## config.mk

```make
export PLATFORM = sky130hd
export DESIGN_NAME = wb_regfile
export DESIGN_NICKNAME = d
export VERILOG_FILES = /design/src/rtl/wb_pkg.sv /design/src/rtl/wb_data_mux.sv /design/src/rtl/wb_regfile.sv
export SDC_FILE = /design/constraint.sdc
export NUM_CORES = 1
export LEC_CHECK = 0
export CORE_MARGIN = 5
export CORE_UTILIZATION = 60
export CTS_CLUSTER_DIAMETER = 200
export CTS_CLUSTER_SIZE = 40
export DETAILED_ROUTE_END_ITERATION = 8
export PLACE_DENSITY = 0.86
export SETUP_SLACK_MARGIN = 0.5
export SLEW_MARGIN = 20
export SYNTH_ARGS = -nofsm -noshare
export SYNTH_HDL_FRONTEND = slang
export SYNTH_SLANG_ARGS = --single-unit
```

## constraint.sdc

```tcl
create_clock -name clock -period 4.57 [get_ports clock]
set_input_delay 0.457 -clock clock [delete_from_list [all_inputs] [get_ports clock]]
set_output_delay 0.457 -clock clock [all_outputs]
set_load 0.01 [all_outputs]
```

## src/rtl/wb_pkg.sv

```systemverilog
// -----------------------------------------------------------------------------
// wb_pkg
// Shared constants and encodings for the writeback-stage register file.
//   REG_W     : width of each architectural register
//   ADDR_W    : register address width
//   NUM_REGS  : number of architectural registers (R0 hardwired to zero)
//   LB_W      : width of the byte constant used by insert operations
//   wb_sel_e  : writeback source select encodings
// -----------------------------------------------------------------------------
package wb_pkg;

    localparam int REG_W    = 16;
    localparam int ADDR_W   = 3;
    localparam int NUM_REGS = 1 << ADDR_W;
    localparam int LB_W     = 8;

    typedef enum logic [1:0] {
        WB_SEL_ALU = 2'd0,  // ALU result
        WB_SEL_MEM = 2'd1,  // memory read data
        WB_SEL_LBL = 2'd2,  // replace low byte of current register value
        WB_SEL_LBH = 2'd3   // replace high byte of current register value
    } wb_sel_e;

endpackage : wb_pkg

```

## src/rtl/wb_data_mux.sv

```systemverilog
// -----------------------------------------------------------------------------
// wb_data_mux
// Combinational selection and byte-merge of the writeback value.
// Ports:
//   wb_sel      in  2      source select (wb_sel_e encoding)
//   wb_alu_out  in  REG_W  ALU result
//   wb_mem_out  in  REG_W  memory read data
//   wb_lb_const in  LB_W   byte constant for insert operations
//   cur         in  REG_W  current contents of the destination register
//   wb_data     out REG_W  selected / merged writeback value
// -----------------------------------------------------------------------------
module wb_data_mux
    import wb_pkg::*;
(
    input  logic [1:0]       wb_sel,
    input  logic [REG_W-1:0] wb_alu_out,
    input  logic [REG_W-1:0] wb_mem_out,
    input  logic [LB_W-1:0]  wb_lb_const,
    input  logic [REG_W-1:0] cur,
    output logic [REG_W-1:0] wb_data
);

    always_comb begin
        // NOTE: every output of a combinational block gets a default first so
        // no path through the case can leave it unassigned and infer a latch.
        wb_data = wb_alu_out;
        case (wb_sel_e'(wb_sel))
            WB_SEL_ALU: wb_data = wb_alu_out;
            WB_SEL_MEM: wb_data = wb_mem_out;
            WB_SEL_LBL: wb_data = {cur[REG_W-1:LB_W], wb_lb_const};
            WB_SEL_LBH: wb_data = {wb_lb_const, cur[LB_W-1:0]};
            default:    wb_data = wb_alu_out;
        endcase
    end

endmodule : wb_data_mux

```

## src/rtl/wb_regfile.sv

```systemverilog
// -----------------------------------------------------------------------------
// wb_regfile
// Writeback-stage register file: selects/merges the MEM/WB value, commits it
// into an 8 x 16-bit architectural register file (R0 hardwired to zero), and
// serves two combinational read ports to decode.
//
// Build option: define WB_BYPASS_EN for write-through bypass on the read ports
// (a read of the register being committed this cycle returns wb_data). Without
// it, reads return the pre-write array value.
//
// Ports:
//   clock        in  1       rising-edge clock
//   reset        in  1       synchronous active-high, clears all registers
//   wb_wr_en     in  1       commit enable for this cycle's writeback
//   wb_sel       in  2       source select (wb_sel_e)
//   wb_fwd_reg   in  ADDR_W  destination register
//   wb_mem_out   in  REG_W   memory read data
//   wb_alu_out   in  REG_W   ALU result
//   wb_lb_const  in  8       byte constant for insert operations
//   rd_addr_a/b  in  ADDR_W  decode read addresses
//   rd_data_a/b  out REG_W   read data
//   wb_data      out REG_W   value selected this cycle (for forwarding)
//   wb_commit    out 1       high when the array is actually updated
// -----------------------------------------------------------------------------
module wb_regfile
    import wb_pkg::*;
(
    input  logic              clock,
    input  logic              reset,
    input  logic              wb_wr_en,
    input  logic [1:0]        wb_sel,
    input  logic [ADDR_W-1:0] wb_fwd_reg,
    input  logic [REG_W-1:0]  wb_mem_out,
    input  logic [REG_W-1:0]  wb_alu_out,
    input  logic [LB_W-1:0]   wb_lb_const,
    input  logic [ADDR_W-1:0] rd_addr_a,
    input  logic [ADDR_W-1:0] rd_addr_b,
    output logic [REG_W-1:0]  rd_data_a,
    output logic [REG_W-1:0]  rd_data_b,
    output logic [REG_W-1:0]  wb_data,
    output logic              wb_commit
);

    logic [REG_W-1:0] regs_q [NUM_REGS];
    logic [REG_W-1:0] regs_d [NUM_REGS];
    logic [REG_W-1:0] cur;
    logic [REG_W-1:0] arr_a;
    logic [REG_W-1:0] arr_b;

    // R0 always reads as zero, so inserts targeting R0 merge into 0.
    assign cur = (wb_fwd_reg == '0) ? '0 : regs_q[wb_fwd_reg];

    wb_data_mux u_mux (
        .wb_sel      (wb_sel),
        .wb_alu_out  (wb_alu_out),
        .wb_mem_out  (wb_mem_out),
        .wb_lb_const (wb_lb_const),
        .cur         (cur),
        .wb_data     (wb_data)
    );

    // Writes to R0 are dropped; reset suppresses the commit indication too.
    assign wb_commit = wb_wr_en & (wb_fwd_reg != '0) & ~reset;

    always_comb begin
        regs_d = regs_q;
        if (wb_commit) begin
            regs_d[wb_fwd_reg] = wb_data;
        end
    end

    // NOTE: the array is deliberately reset: architectural state must read 0
    // after reset. State updates use non-blocking assignments so every
    // register samples its next value from the same pre-edge snapshot.
    always_ff @(posedge clock) begin
        if (reset) begin
            for (int i = 0; i < NUM_REGS; i++) begin
                regs_q[i] <= '0;
            end
        end else begin
            regs_q <= regs_d;
        end
    end

    assign arr_a = (rd_addr_a == '0) ? '0 : regs_q[rd_addr_a];
    assign arr_b = (rd_addr_b == '0) ? '0 : regs_q[rd_addr_b];

`ifdef WB_BYPASS_EN
    // wb_commit is never set for R0, so R0 reads stay zero under bypass.
    assign rd_data_a = (wb_commit && (rd_addr_a == wb_fwd_reg)) ? wb_data : arr_a;
    assign rd_data_b = (wb_commit && (rd_addr_b == wb_fwd_reg)) ? wb_data : arr_b;
`else
    assign rd_data_a = arr_a;
    assign rd_data_b = arr_b;
`endif

endmodule : wb_regfile

```

==> flow_summary.toml <==
[logic_synthesis]
synth_nets = 911
synth_area_leaders = "dfxtp_1 (30%), mux2i_1 (12%), mux4_2 (9.3%)"
synth_area_mm2 = 0.00779
yosysTopAreaCell = "dfxtp_1"
synth_seq_area_share = 0.298
synth.avg_cell_area_um2 = 9.09
synth_cell_types = 48
yosys_warnings = 0
synth-seq-cells = 116
synth.most_common_cell = "dfxtp_1"
syn_inst = 857
async_flop_share = 0
synthTopCellsByCount = "dfxtp_1 (116), mux2i_1 (92), nor2_1 (61), a21oi_1 (57), o22ai_1 (45)"
ys.flop_type = "dfxtp_1"
synth-edff-count = 0
synth_top_cell_area_share = 0.298

[power]
p_int_uw = 2090
power_density_mw_per_mm2 = 306
combPwrFrac = 0.171
power_leakage_uw = 0.00334
switching_share = 0.274
switchingPower_uw = 788
clkPwrFrac = 0.460
total_power_uw = 2880
seq_power_share = 0.369
vdd_drop_max_v = 0.000267

[clock_network]
hold_buffers = 0
tritoncts = "yes"
numCtsBuffers = 17
cts.reportedPaths.clkPinSlew_ns = 0.06
cts_max_path_buffers = 2
postCtsSetupBuffers = 0
cts-htree-levels = 4
cts_sinks = 116
clkLatencyLatePin_ns = 0.43
clockRootBuffer = "clkbuf_16"
post_cts_resized = 0

[global_routing]
grt_pass1_vias = 7594
grt_usage = 0.358
grt_pass1_wl_mm = 42.1
grt-ovfl-total = 0
antenna_found_initial = 1
grt_max_degree = 67

[sta]
rsz0062_at_grt = "false"
period_minus_slack_ns = 3.82
setup_slack_ns = 0.751
fin_setup_tns_ns = 0
min_period_over_period = 0.836
max_freq_mhz = 262
drv_slew = 0
max-slew-margin-rel = 0.254
setup_viol = 0
holdWs_ns = 0.466
skew_ns = 0.00590
hold_viol_final = 0
tightest_slew_ns = 1.12

[routing]
top_layer = "met4"
wl_met1_mm = 9.79
drt-initial-drc-count = 1288
drc = 0
wire_per_inst_um = 24.4
num_vias = 8079
dr_wl_met2_mm = 12.7
via_per_inst = 7.27
drtAntennaViolNets = 0
drt-pass1-iter-count = 6
routed-wl-met3_mm = 3.17
drt-total-wl_mm = 27.1

[worst_setup_path]
critPathArrivalTime_ns = 3.36
r2r-start = "regs_q[31]$_SDFFE_PP0P_"
start_kind = "primary input"
crit_required_ns = 4.11
r2r_slack_ns = 2.99
endpoint_kind = "output pin"
crit_type = "primary input to output pin"
crit_fanout = 13
rr_endpoint = "regs_q[95]$_SDFFE_PP0P_"
reg2regPathDepth = 4

[layout]
drive_above_1_share = 0.160
final_net_count = 979
largestRegisters = "regs_q x116"
syn2layout_area_growth_pct = 20.6
largest_reg_flops = 116
regMostFlops = "regs_q"
fillers = 917

[run_status]
status = "finished, final reports clean"

[floorplanning]
start_util = 0.615
die_y_um = 124
core_mm2 = 0.0127
row_count = 41
die_w_um = 124
ioPinCount = 103
fp.dieArea_mm2 = 0.0154

[hold_path]
hold_class = "flop to flop"
min_path_cells = 1
min_to = "regs_q[113]$_SDFFE_PP0P_"
hp-start = "regs_q[113]$_SDFFE_PP0P_"

[placement]
io_buffers = 102
preCtsSetupSlack_ns = 0.835
dpl.hpwl_mm = 17.8
finalWeightedCongestion = 0.994

[flow_run]
drv_cap = 0
worst max-delay path by stage:
stage             startpoint      endpoint
2_1_floorplan   rd_addr_b[1]  rd_data_b[1]
3_3_place_gp   wb_fwd_reg[0]   wb_data[11]
6_report       wb_fwd_reg[0]   wb_data[11]
4_1_cts        wb_fwd_reg[0]   wb_data[11]
3_5_place_dp   wb_fwd_reg[0]   wb_data[11]
5_1_grt        wb_fwd_reg[0]   wb_data[11]
per-layer routing:
metal	GRT usage	vias to the layer above
met4	0.193	0
li1	-	3467
met5	0	-
met2	0.569	646
met1	0.451	3821
met3	0.0822	145
kinds of logic after synthesis:
family                 count (synthesis)  share of synthesized area
and+or+nand+nor                      174                      0.114
muxes                                160                      0.263
buffers and inverters                104                     0.0620
DFF                                  116                      0.298
AOI/OAI and AO/OA                    303                      0.263
through the flow:
stage	util	cells	instance area [um^2]
detailed placement	0.696	1078	8820
global route	0.742	1111	9400
finish	0.742	1111	9400
CTS	0.741	1110	9400
global placement	0.696	1078	8820
floorplan	-	857	7790
layout make-up:
| type | instances | area, um^2 | area share |
|---|---|---|---|
| Clock inverter | 10 | 105 | 0.0112 |
| Multi-Input combinational cell | 637 | 4990 | 0.530 |
| Sequential cell | 116 | 2320 | 0.247 |
| Inverter | 23 | 87.6 | 0.00932 |
| Timing Repair Buffer | 130 | 1210 | 0.128 |
| Antenna cell | 1 | 2.50 | 0.000266 |
| Clock buffer | 22 | 474 | 0.0505 |
| Tap cell | 172 | 215 | 0.0229 |
layout by cell type, fill, tap and decap left out, types with 7 or more instances in the layout:
cell type / instances
nand3_1: 28
clkinv_2: 7
inv_1: 22
o221ai_1: 11
dfxtp_1: 116
o21ai_1: 10
nor2_1: 61
o211ai_1: 8
a311oi_1: 15
nor2b_1: 18
a31oi_1: 34
buf_4: 28
o21a_1: 9
nand2_1: 32
a22o_1: 8
mux4_2: 32
clkdlybuf4s50_1: 97
nand3b_1: 7
o22ai_1: 45
a21oi_2: 7
a21oi_1: 57
mux2i_1: 92
mux2_2: 36
o21ai_0: 35
clkbuf_16: 17
a221oi_1: 34
worst max-delay path, cell delays in order:
cell and delay [ns]:
clkdlybuf4s50_1 0.92, buf_4 0.31, nor3_2 0.09, nor2_1 0.31, o2111ai_1 0.41, a21boi_0 0.28, clkdlybuf4s50_1 0.57
power groups by stage:
stage | clock network, uW | logic, uW | registers, uW
3_5_place_dp | 0 | 479 | 1080
4_1_cts | 1310 | 483 | 1060
2_1_floorplan | 0 | 287 | 1070
5_1_grt | 1360 | 523 | 1060
6_report | 1320 | 493 | 1060
3_3_place_gp | 0 | 471 | 1080
Note: power is estimated with default switching activity, not from simulation.
